**config.mk**
```make
export PLATFORM = sky130hd
export DESIGN_NAME = fancy_timer
export DESIGN_NICKNAME = d
export VERILOG_FILES = /design/src/rtl/fancy_timer.sv
export SDC_FILE = /design/constraint.sdc
export NUM_CORES = 1
export LEC_CHECK = 0
export CAP_MARGIN = 15
export CORE_ASPECT_RATIO = 1.5
export CORE_MARGIN = 4
export CORE_UTILIZATION = 49
export DETAILED_ROUTE_END_ITERATION = 8
export HOLD_SLACK_MARGIN = 0.15
export PLACE_DENSITY_LB_ADDON = 0.1
export SETUP_SLACK_MARGIN = 0.4
export SYNTH_ARGS = -nofsm -noshare
export SYNTH_HDL_FRONTEND = slang
export SYNTH_SLANG_ARGS = --single-unit
```
**constraint.sdc**
```tcl
create_clock -name clk -period 1.6 [get_ports clk]
set_input_delay 0.16 -clock clk [delete_from_list [all_inputs] [get_ports clk]]
set_output_delay 0.16 -clock clk [all_outputs]
set_load 0.005 [all_outputs]
```
**src/rtl/fancy_timer.sv**
```systemverilog
// Serial-triggered one-shot timer: detects 1101 on `data`, shifts in a 4-bit delay,
// times (delay+1) units of CYCLES_PER_UNIT cycles, then holds `done` until `ack`.
module fancy_timer #(
    parameter int CYCLES_PER_UNIT = 1000,
    parameter int DELAY_W         = 4
) (
    input  logic               clk,
    input  logic               reset,
    input  logic               data,
    input  logic               ack,
    output logic [DELAY_W-1:0] count,
    output logic               counting,
    output logic               done
);

    localparam int UNIT_W = 10;
    localparam logic [UNIT_W-1:0] UNIT_LAST = UNIT_W'(CYCLES_PER_UNIT - 1);

    typedef enum logic [3:0] {
        IDLE  = 4'd0,
        S1    = 4'd1,
        S11   = 4'd2,
        S110  = 4'd3,
        B3    = 4'd4,
        B2    = 4'd5,
        B1    = 4'd6,
        B0    = 4'd7,
        COUNT = 4'd8,
        WAIT  = 4'd9
    } state_t;

    state_t              state_r;
    state_t              state_s;
    logic [DELAY_W-1:0]  delay_r;
    logic [DELAY_W-1:0]  delay_s;
    logic [UNIT_W-1:0]   unit_r;
    logic [UNIT_W-1:0]   unit_s;
    logic                counting_r;
    logic                done_r;

    // Next-state, delay shift-in and unit-counter logic.
    always_comb begin
        state_s = state_r;
        delay_s = delay_r;
        unit_s  = {UNIT_W{1'b0}};
        case (state_r)
            IDLE: begin
                if (data) state_s = S1;
                else      state_s = IDLE;
            end
            S1: begin
                if (data) state_s = S11;
                else      state_s = IDLE;
            end
            S11: begin
                if (data) state_s = S11;
                else      state_s = S110;
            end
            S110: begin
                if (data) state_s = B3;
                else      state_s = IDLE;
            end
            B3: begin
                delay_s[DELAY_W-1] = data;
                state_s            = B2;
            end
            B2: begin
                delay_s[DELAY_W-2] = data;
                state_s            = B1;
            end
            B1: begin
                delay_s[DELAY_W-3] = data;
                state_s            = B0;
            end
            B0: begin
                delay_s[DELAY_W-4] = data;
                state_s            = COUNT;
            end
            COUNT: begin
                // The unit counter wraps to zero on every unit boundary, so it is
                // already zero when COUNT is left and on the next entry.
                if (unit_r == UNIT_LAST) begin
                    unit_s = {UNIT_W{1'b0}};
                    if (delay_r == {DELAY_W{1'b0}}) begin
                        state_s = WAIT;
                    end else begin
                        delay_s = delay_r - DELAY_W'(1);
                        state_s = COUNT;
                    end
                end else begin
                    unit_s  = unit_r + UNIT_W'(1);
                    state_s = COUNT;
                end
            end
            WAIT: begin
                if (ack) state_s = IDLE;
                else     state_s = WAIT;
            end
            default: begin
                state_s = IDLE;
                delay_s = {DELAY_W{1'b0}};
            end
        endcase
    end

    // State, delay, unit counter and decoded status flags.
    always_ff @(posedge clk) begin
        if (reset) begin
            state_r    <= IDLE;
            delay_r    <= {DELAY_W{1'b0}};
            unit_r     <= {UNIT_W{1'b0}};
            counting_r <= 1'b0;
            done_r     <= 1'b0;
        end else begin
            state_r    <= state_s;
            delay_r    <= delay_s;
            unit_r     <= unit_s;
            counting_r <= (state_s == COUNT);
            done_r     <= (state_s == WAIT);
        end
    end

    assign count    = delay_r;
    assign counting = counting_r;
    assign done     = done_r;

endmodule

```
==> Word level (Yosys, flattened, before mapping) <==
Cells that the tools add are included.
{ "totals": {"word_cells": 54, "ff_bits": 20} }
{ "op_classes": {"n_reduce_logical": 11, "mux": 14, "bitwise_logic": 5, "eq_ne": 14, "n_addsub": 2} }
{ "ops": {"columns": ["operator", "count"], "rows": [
  ["4-bit case mux with 10 select lines", 1],
  ["8-bit OR reduction", 4],
  ["4-bit by 3-bit == test with 1-bit output, second input constant", 4],
  ["4-bit == test, second input constant", 4],
  ["4-bit two-way mux", 4],
  ["1-bit case mux with 3 select lines", 4],
  ["3-bit AND reduction", 4],
  ["10-bit by 1-bit adder with 10-bit output, second input constant", 1],
  ["10-bit == test, second input constant", 1],
  ["4-bit by 2-bit == test with 1-bit output, second input constant", 2],
  ["4-bit logical NOT", 2],
  ["1-bit NOT", 5],
  ["4-bit by 1-bit == test with 1-bit output, second input constant", 1],
  ["2-bit != test, second input constant", 2],
  ["4-bit by 1-bit subtractor with 4-bit output, second input constant", 1],
  ["1-bit two-way mux", 3],
  ["3-bit two-way mux", 1],
  ["3-bit OR reduction", 1],
  ["2-bit two-way mux", 1]
]} }

==> Longest topological paths before layout <==
Gate-level depths: netlist of run 1.
{ "depth": {"depth_word": 5, "depth_mapped": 6, "ltp_nobuf": 6} }

==> Worst setup path before layout of run 1 <==
Ideal clock, no wire load.
{ "synth_timing": {"path_kind": "register to register", "start": "register delay_r[0], in the netlist count[0]", "end": "register delay_r[1], in the netlist count[1]", "t_arrival_ps": 1659, "setup_ps": 72, "period_less_slack_ps": 1731, "setup_slack_ps": -131, "path_stages_with_launch": 7, "cell_sequence": "dfxtp_1 > inv_1 > ha_1 > or3b_2 > or4b_4 > a21oi_1 > mux2i_1"} }
{ "synth_via": {"elab_chain_len": 4, "elab_cells_between_ends": 7, "cone_classes": "add/sub: 1; eq/ne: 1; mux: 3; reduce/logical: 2"} }
{ "synth_rtl": {"columns": ["element", "line_no", "source"], "rows": [
  ["from (decl)", "34", "logic [DELAY_W-1:0] delay_r;"],
  ["from (signal assigned)", "110", "delay_r <= {DELAY_W{1'b0}};"],
  ["from (signal assigned)", "116", "delay_r <= delay_s;"],
  ["4-bit by 1-bit subtractor with 4-bit output", "87", "delay_s = delay_r - DELAY_W'(1);"],
  ["4-bit two-way mux", "84", "if (delay_r == {DELAY_W{1'b0}}) begin"],
  ["4-bit two-way mux", "82", "if (unit_r == UNIT_LAST) begin"],
  ["1-bit case mux with 3 select lines", "46", "case (state_r)"]
]} }
Several ways; a longest one is shown, not always the timed one. The select of a mux whose other input is x is not followed.
A chain may end at the register's enable or synchronous reset.

==> Final worst setup path of run 1 <==
{ "layout_timing": {"start": "register delay_r[1], in the netlist count[1]", "end": "register delay_r[0], in the netlist count[0]"} }
{ "layout_via": {"elab_chain_len": 3} }
{ "layout_rtl": {"columns": ["element", "line_no"], "rows": [
  ["4-bit logical NOT", "84"],
  ["2-bit != test (no source line)", null],
  ["3-bit AND reduction (no source line)", null]
]} }
Every way passes these cells.

==> impl_results.md, run 1 <==
- Post-Synthesis Cell Area: 0.00106 mm^2
- Reg clk slew, reported paths: 100 ps
- Die Span X: 45.9 um
- Slew Limit Fails: 0
- WL met3: 89 um
- Reg area: 412 um^2
- Area leader, netlist: dfxtp_1
- EDFF count, synth: 0
- Final ANT Viol Nets: 0
- Internal power: 0.000626 W
- Slowest cell on crit path: or4b_4
- Multi-input logic area: 744 um^2
- Highest routed metal layer: met4
- Dpl ws: -101 ps
- Worst setup margin: -96.2 ps
- Cell area after layout: 0.00155 mm^2
- Top FF cell, synth: dfxtp_1
- Asr flop ratio synth: 0%
- Die height: 64.9 um
- Clock Power Share: 27.3%
- Synth top area share: 37.9%
- CTS Buffer Depth: 2
- Startpoint Class: register
- Initial core utilization: 51.5%
- Final period utilization: 106%
- HPWL after DPL: 2040 um
- Drt drc: 0
- Core ar.: 0.00205 mm^2
- H-Tree Depth: 1
- Largest net degree at the start of global routing: 15
- Setup CP Type: register to register
- Count leader, synth: dfxtp_1
- Fin nets: 174
- Drt total wl: 2730 um
- Syn nets: 135
- Worst-skew pair later-pin latency: 280 ps
- First-pass GRT wire length: 4640 um
- # diodes: 0
- Routed via count: 1071
- Sw frac: 21.3%
- Tot GR Track Use: 20.7%
- Seq pwr share: 63.5%
- Die ar.: 0.00298 mm^2
- Met2 wire length: 1520 um
- Initial antenna violation count: 0
- Status: complete, but fails checks
- Syn_area_per_cell: 8.20 um^2
- GP Congestion: 0.899
- DR vias/cell: 5.70
- Sinks on Clock Net: 20
- CTS Buf Count: 3
- Largest cells by area after synthesis: dfxtp_1, xnor2_1, nor2_1
- Yosys reg bits: 20
- Top post-synthesis cells by count: dfxtp_1, nor2_1, nand2_1
- Critical path capture point type: register
- Switching power: 0.000169 W
- Worst-path maximum fanout: 3
- Pre-antenna DRT Iters: 4
- Tmin final: 1700 ps
- Pleak: 0.568 nW
- Drt initial violations: 24
- Slowest stage delay, CP: 500 ps
- Critical path arrival: 1920 ps
- TritonCTS clock tree: done
- Sequential-to-total area share from yosys stat: 37.9%
- # setup viols final: 3
- Worst-path cell chain: inv_2 > ha_4 > or3b_4 > or4b_4 > a21oi_2 > mux2i_1
- Violated checks: negative setup slack
- YS warnings: 0
- Worst Tran Pin Value: 289 ps
- F_max: 590 MHz
- Filler cells: 159
- Placed cell area: 0.00141 mm^2
- Max_cap viols: 0
- Clk_skew: 3.26 ps
- Vias in the first global route: 1076
- Worst IR Drop VDD: 0.549 mV
- Post-Syn Instances: 129
- Num rows: 20
- RSZ-0062 raised after global routing: yes
- Clock root buffer: clkbuf_4
- IO Port Bufs: 9
- WL met1: 1030 um
- Power Dens Cells: 513 mW/mm^2
- Power share of the combinational group: 9.1%
- Synth cell types: 36
- Area delta synth->final: 46.4%
- Wire length per cell: 14.5 um
- I/O pin total: 10
- Share of layout cells above drive strength 1: 42.2%
- Hold Fails Final Rpt: 0
- Relative slew slack: 80.7%
- Crit path required time: 1820 ps
- Min-Delay Path Class: register to register
- GRT overflow: 0
[stage by stage]
stage | hold WS [ps] | total power [W] | std cells | util [%] | setup TNS [ps]
floorplan | 225 | 0.000550 | 129 | - | -103
global placement | 481 | 0.000584 | 181 | 68.8 | -172
detailed placement | 493 | 0.000585 | 181 | 68.8 | -295
CTS | 462 | 0.000810 | 188 | 72.7 | -281
global route | 478 | 0.000834 | 188 | 75.4 | -495
finish | 457 | 0.000795 | 188 | 75.4 | -259
[registers in the layout (all words and copies together), names as in the netlist]
signal	cells
unit_r	10
count	4
state_r	4
done	1
counting	1
[placed cells by master, fill, tap and decap left out, types with 2 or more instances in the layout]
| master | count |
|---|---|
| nor3_1 | 6 |
| dfxtp_1 | 11 |
| nor3b_1 | 2 |
| a21oi_2 | 2 |
| a211oi_2 | 2 |
| dfxtp_2 | 9 |
| o22ai_1 | 2 |
| nor2_1 | 7 |
| or4b_4 | 2 |
| nand3_1 | 5 |
| inv_2 | 2 |
| nor2_4 | 4 |
| nand2_1 | 12 |
| a21oi_1 | 4 |
| mux2i_1 | 3 |
| nand2b_1 | 3 |
| xor2_1 | 2 |
| buf_6 | 3 |
| nor2_2 | 4 |
| xnor2_1 | 7 |
| dlygate4sd2_1 | 3 |
| o21ai_0 | 2 |
| clkdlybuf4s15_1 | 2 |
| buf_4 | 26 |
| clkdlybuf4s50_1 | 4 |
| or3_4 | 2 |
| or3b_4 | 3 |
| inv_1 | 5 |
| nor2b_1 | 2 |
| a2bb2oi_1 | 2 |
| clkbuf_4 | 3 |
[final timing paths]
check	slack [ps]	cells after the start	from	endpoint
worst min register to register	460	1	state_r[3]$_SDFF_PP0_	state_r[1]$_SDFF_PP0_
worst max-delay path	-100	6	count[1]$_SDFFE_PP0P_	count[0]$_SDFFE_PP0P_
worst max register to register	-100	6	count[1]$_SDFFE_PP0P_	count[0]$_SDFFE_PP0P_
worst min-delay path	460	1	state_r[3]$_SDFF_PP0_	state_r[1]$_SDFF_PP0_
[cell type report]
type,count,share of cell area [%]
Multi-Input combinational cell,98,48.1
Sequential cell,20,26.6
Timing Repair Buffer,38,20.4
Tap cell,22,1.78
Inverter,7,1.70
Clock buffer,3,1.46
[repair_timing]
| action | in CTS | in global routing |
|---|---|---|
| endpoints found under the setup margin | 23 | 20 |
| hold buffers | 0 | 0 |
| pin swaps | 7 | 3 |
| gates resized for setup | 18 | 16 |
| gates cloned | 1 | 0 |
| setup buffers | 3 | 0 |
[power by group through the flow]
stage	combinational, W	sequential [W]	clock (W)
final	0.0000727	0.000505	0.000217
after global routing	0.0000792	0.000506	0.000249
after CTS	0.0000718	0.000505	0.000233
after floorplan	0.0000328	0.000518	0
after detailed placement	0.0000686	0.000517	0
after global placement	0.0000678	0.000517	0
[cell families (layout without fill, tap and decap cells)]
group                    Yosys count  after routing  share of synthesized area [%]
AND/OR/NAND/NOR                   60             61                           30.5
AO/OA/AOI/OAI                     23             23                           14.6
flip-flops                        20             20                           37.9
buffers and inverters             12             48                           4.38
XOR/XNOR                           9              9                           7.46
multiplexers                       3              3                           2.84
adder cells (fa/ha/maj)            2              2                           2.37
[worst max-delay path: cells and delay by family, from the launching register on]
family | cells | cell delay, ps
AOI/OAI and AO/OA | 1 | 180
muxes | 1 | 180
adders and majority gates | 1 | 150
and+or+nand+nor | 2 | 730
buffers and inverters | 1 | 40
DFF | 1 | 340
[layer usage]
metal,vias to the layer above,track usage (%)
met5,-,0
met2,25,38.1
li1,530,-
met4,0,9.25
met3,10,1.94
met1,506,22.2
Power figures use the tool's default switching activity.
==> run 2, diff against run 1 <==
--- a/config.mk
+++ b/config.mk
@@ -12,7 +12,7 @@
 export DETAILED_ROUTE_END_ITERATION = 8
 export HOLD_SLACK_MARGIN = 0.15
 export PLACE_DENSITY_LB_ADDON = 0.1
-export SETUP_SLACK_MARGIN = 0.4
+export SETUP_SLACK_MARGIN = 0.5
 export SYNTH_ARGS = -nofsm -noshare
 export SYNTH_HDL_FRONTEND = slang
 export SYNTH_SLANG_ARGS = --single-unit
==> run 2 against run 1 <==
The run still ends with negative setup slack left. Global-route usage shrank 0.46 points. Power rose by 2.6%. First-iteration DRC count rose by 38%. Largest power group unchanged. Sequential power hardly changed. Final cell count grew 1.6%. Critical path type unchanged. Fmax increased by 0.99%. Worst setup slack better by 17 ps. Clock-buffer cell count is the same. Die area unchanged. Worst hold slack improved by 80 ps.
==> impl_results.md, run 2 (same netlist as run 1, synthesis figures left out) <==
- Clock root buffer: clkbuf_4
- FF-to-FF End: count[0]$_SDFFE_PP0P_
- Fin util: 79.5%
- Power Dens Cells: 500 mW/mm^2
- Final period utilization: 105%
- Filler cells: 149
- Vias in the first global route: 1064
- Tot GR Track Use: 20.3%
- Fin nets: 177
- Critical path arrival: 1900 ps
- Tmin final: 1680 ps
- Worst Tran Pin Value: 265 ps
- Setup TNS: -235 ps
- RSZ-0062 raised after global routing: yes
- Min-Delay Path Class: register to register
- WL met3: 86 um
- R2R cell count: 4
- Crit path required time: 1820 ps
- Pre-antenna DRT Iters: 4
- GP Congestion: 0.809
- Relative slew slack: 82.2%
- Slowest cell on crit path: or4b_4
- Sinks on Clock Net: 20
- WL met1: 1100 um
- Drt total wl: 2810 um
- GRT overflow: 0
- Pleak: 0.630 nW
- Num rows: 20
- I/O pin total: 10
- Core ar.: 0.00205 mm^2
- Largest net degree at the start of global routing: 16
- Area delta synth->final: 54.2%
- Hold EP: unit_r[0]$_SDFF_PP0_
- Die height: 64.9 um
- Hold Crit Start: unit_r[0]$_SDFF_PP0_
- Placed cell count: 177
- Setup CP Type: register to register
- F_max: 595 MHz
- Slowest stage delay, CP: 530 ps
- H-Tree Depth: 1
- Worst-skew pair later-pin latency: 290 ps
- Initial core utilization: 51.5%
- Hold Path Stages: 2
- Die Span X: 45.9 um
- CTS Buffer Depth: 2
- Worst-path maximum fanout: 3
- Wire length per cell: 14.7 um
- CTS Buf Count: 3
- Clk_skew: 1.17 ps
- Critical path capture point type: register
- Largest Register: unit_r
- Worst IR Drop VDD: 0.448 mV
- HPWL after DPL: 1820 um
- Violated checks: negative setup slack
- Max_cap viols: 0
- Flop-to-flop setup slack: -80 ps
- Drt drc: 0
- Startpoint Class: register
- RR Startpoint: unit_r[3]$_SDFF_PP0_
- Highest routed metal layer: met4
- First-pass GRT wire length: 4550 um
- # setup viols final: 3
- # diodes: 0
- Final ANT Viol Nets: 0
- Status: complete, but fails checks
- Max reg flops: 10
- Worst-path cell chain: or3b_4 > or4b_4 > a21oi_2 > mux2i_1
- Die ar.: 0.00298 mm^2
- Hold Fails Final Rpt: 0
- DR vias/cell: 5.74
- Worst setup margin: -79.5 ps
- Slew Limit Fails: 0
- IO Port Bufs: 9
- Reg clk slew, reported paths: 100 ps
- Final cell count without fillers: 191
- Met2 wire length: 1560 um
- Commonest non-fill, non-tap cell in the layout: buf_4
- Routed via count: 1097
- Share of layout cells above drive strength 1: 50.3%
- TritonCTS clock tree: done
- Drt initial violations: 33
- Initial antenna violation count: 0
- Most frequent cells in the layout: buf_4, dfxtp_1, nand2_1
-- run 2: final cells by class --
type,count,area [um^2],share of cell area [%]
Inverter,7,28.8,1.77
Sequential cell,20,413,25.3
Clock buffer,3,22.5,1.38
Tap cell,22,27.5,1.69
Multi-Input combinational cell,98,791,48.5
Timing Repair Buffer,41,348,21.3
-- run 2: critical path, delay by kind of cell (launching register included) --
| family | cells | cell delay [ps] |
|---|---|---|
| multiplexers | 1 | 180 |
| AND/OR/NAND/NOR | 2 | 940 |
| AO/OA/AOI/OAI | 1 | 160 |
| flip-flops | 1 | 330 |
-- run 2: worst max path at each step --
stage / start / end / slack (ps) / depth (start not counted)
3_5_place_dp: unit_r[3]$_SDFF_PP0_ / count[1]$_SDFFE_PP0P_ / -60 / 4
3_3_place_gp: data / count[3]$_SDFFE_PP0P_ / -80 / 5
5_1_grt: count[1]$_SDFFE_PP0P_ / count[2]$_SDFFE_PP0P_ / -140 / 6
6_report: unit_r[3]$_SDFF_PP0_ / count[0]$_SDFFE_PP0P_ / -80 / 4
2_1_floorplan: count[0]$_SDFFE_PP0P_ / count[0]$_SDFFE_PP0P_ / -40 / 6
4_1_cts: unit_r[3]$_SDFF_PP0_ / count[1]$_SDFFE_PP0P_ / -80 / 4
-- run 2: through the flow --
step / setup slack, ps / hold WS (ps) / power (W) / cell area [um^2]
6_report: -79.5 / 537 / 0.000815 / 1630
2_1_floorplan: -36.1 / 225 / 0.000551 / 1130
3_3_place_gp: -75.4 / 504 / 0.000577 / 1380
5_1_grt: -138 / 559 / 0.000867 / 1630
4_1_cts: -80.7 / 530 / 0.000813 / 1510
3_5_place_dp: -59.8 / 511 / 0.000578 / 1380
-- run 2: routing by layer --
metal  global-route usage, %  vias up
li1                        -      535
met1                    23.6      523
met2                    36.0       31
met3                    2.22        8
met4                    7.12        0
met5                       0        -
-- run 2: what timing repair did --
item,CTS,global route
pin swaps,7,8
gates cloned,1,0
gates resized for setup,40,24
setup buffers,6,4
endpoints found under the setup margin,24,21
hold buffers,0,0
-- run 2: where the power goes --
| group | switching [W] | internal, W | total [W] |
|---|---|---|---|
| registers | 0.00000337 | 0.000500 | 0.000504 |
| clock network | 0.000137 | 0.0000875 | 0.000225 |
| logic | 0.0000440 | 0.0000431 | 0.0000871 |
| total | 0.000184 | 0.000631 | 0.000815 |
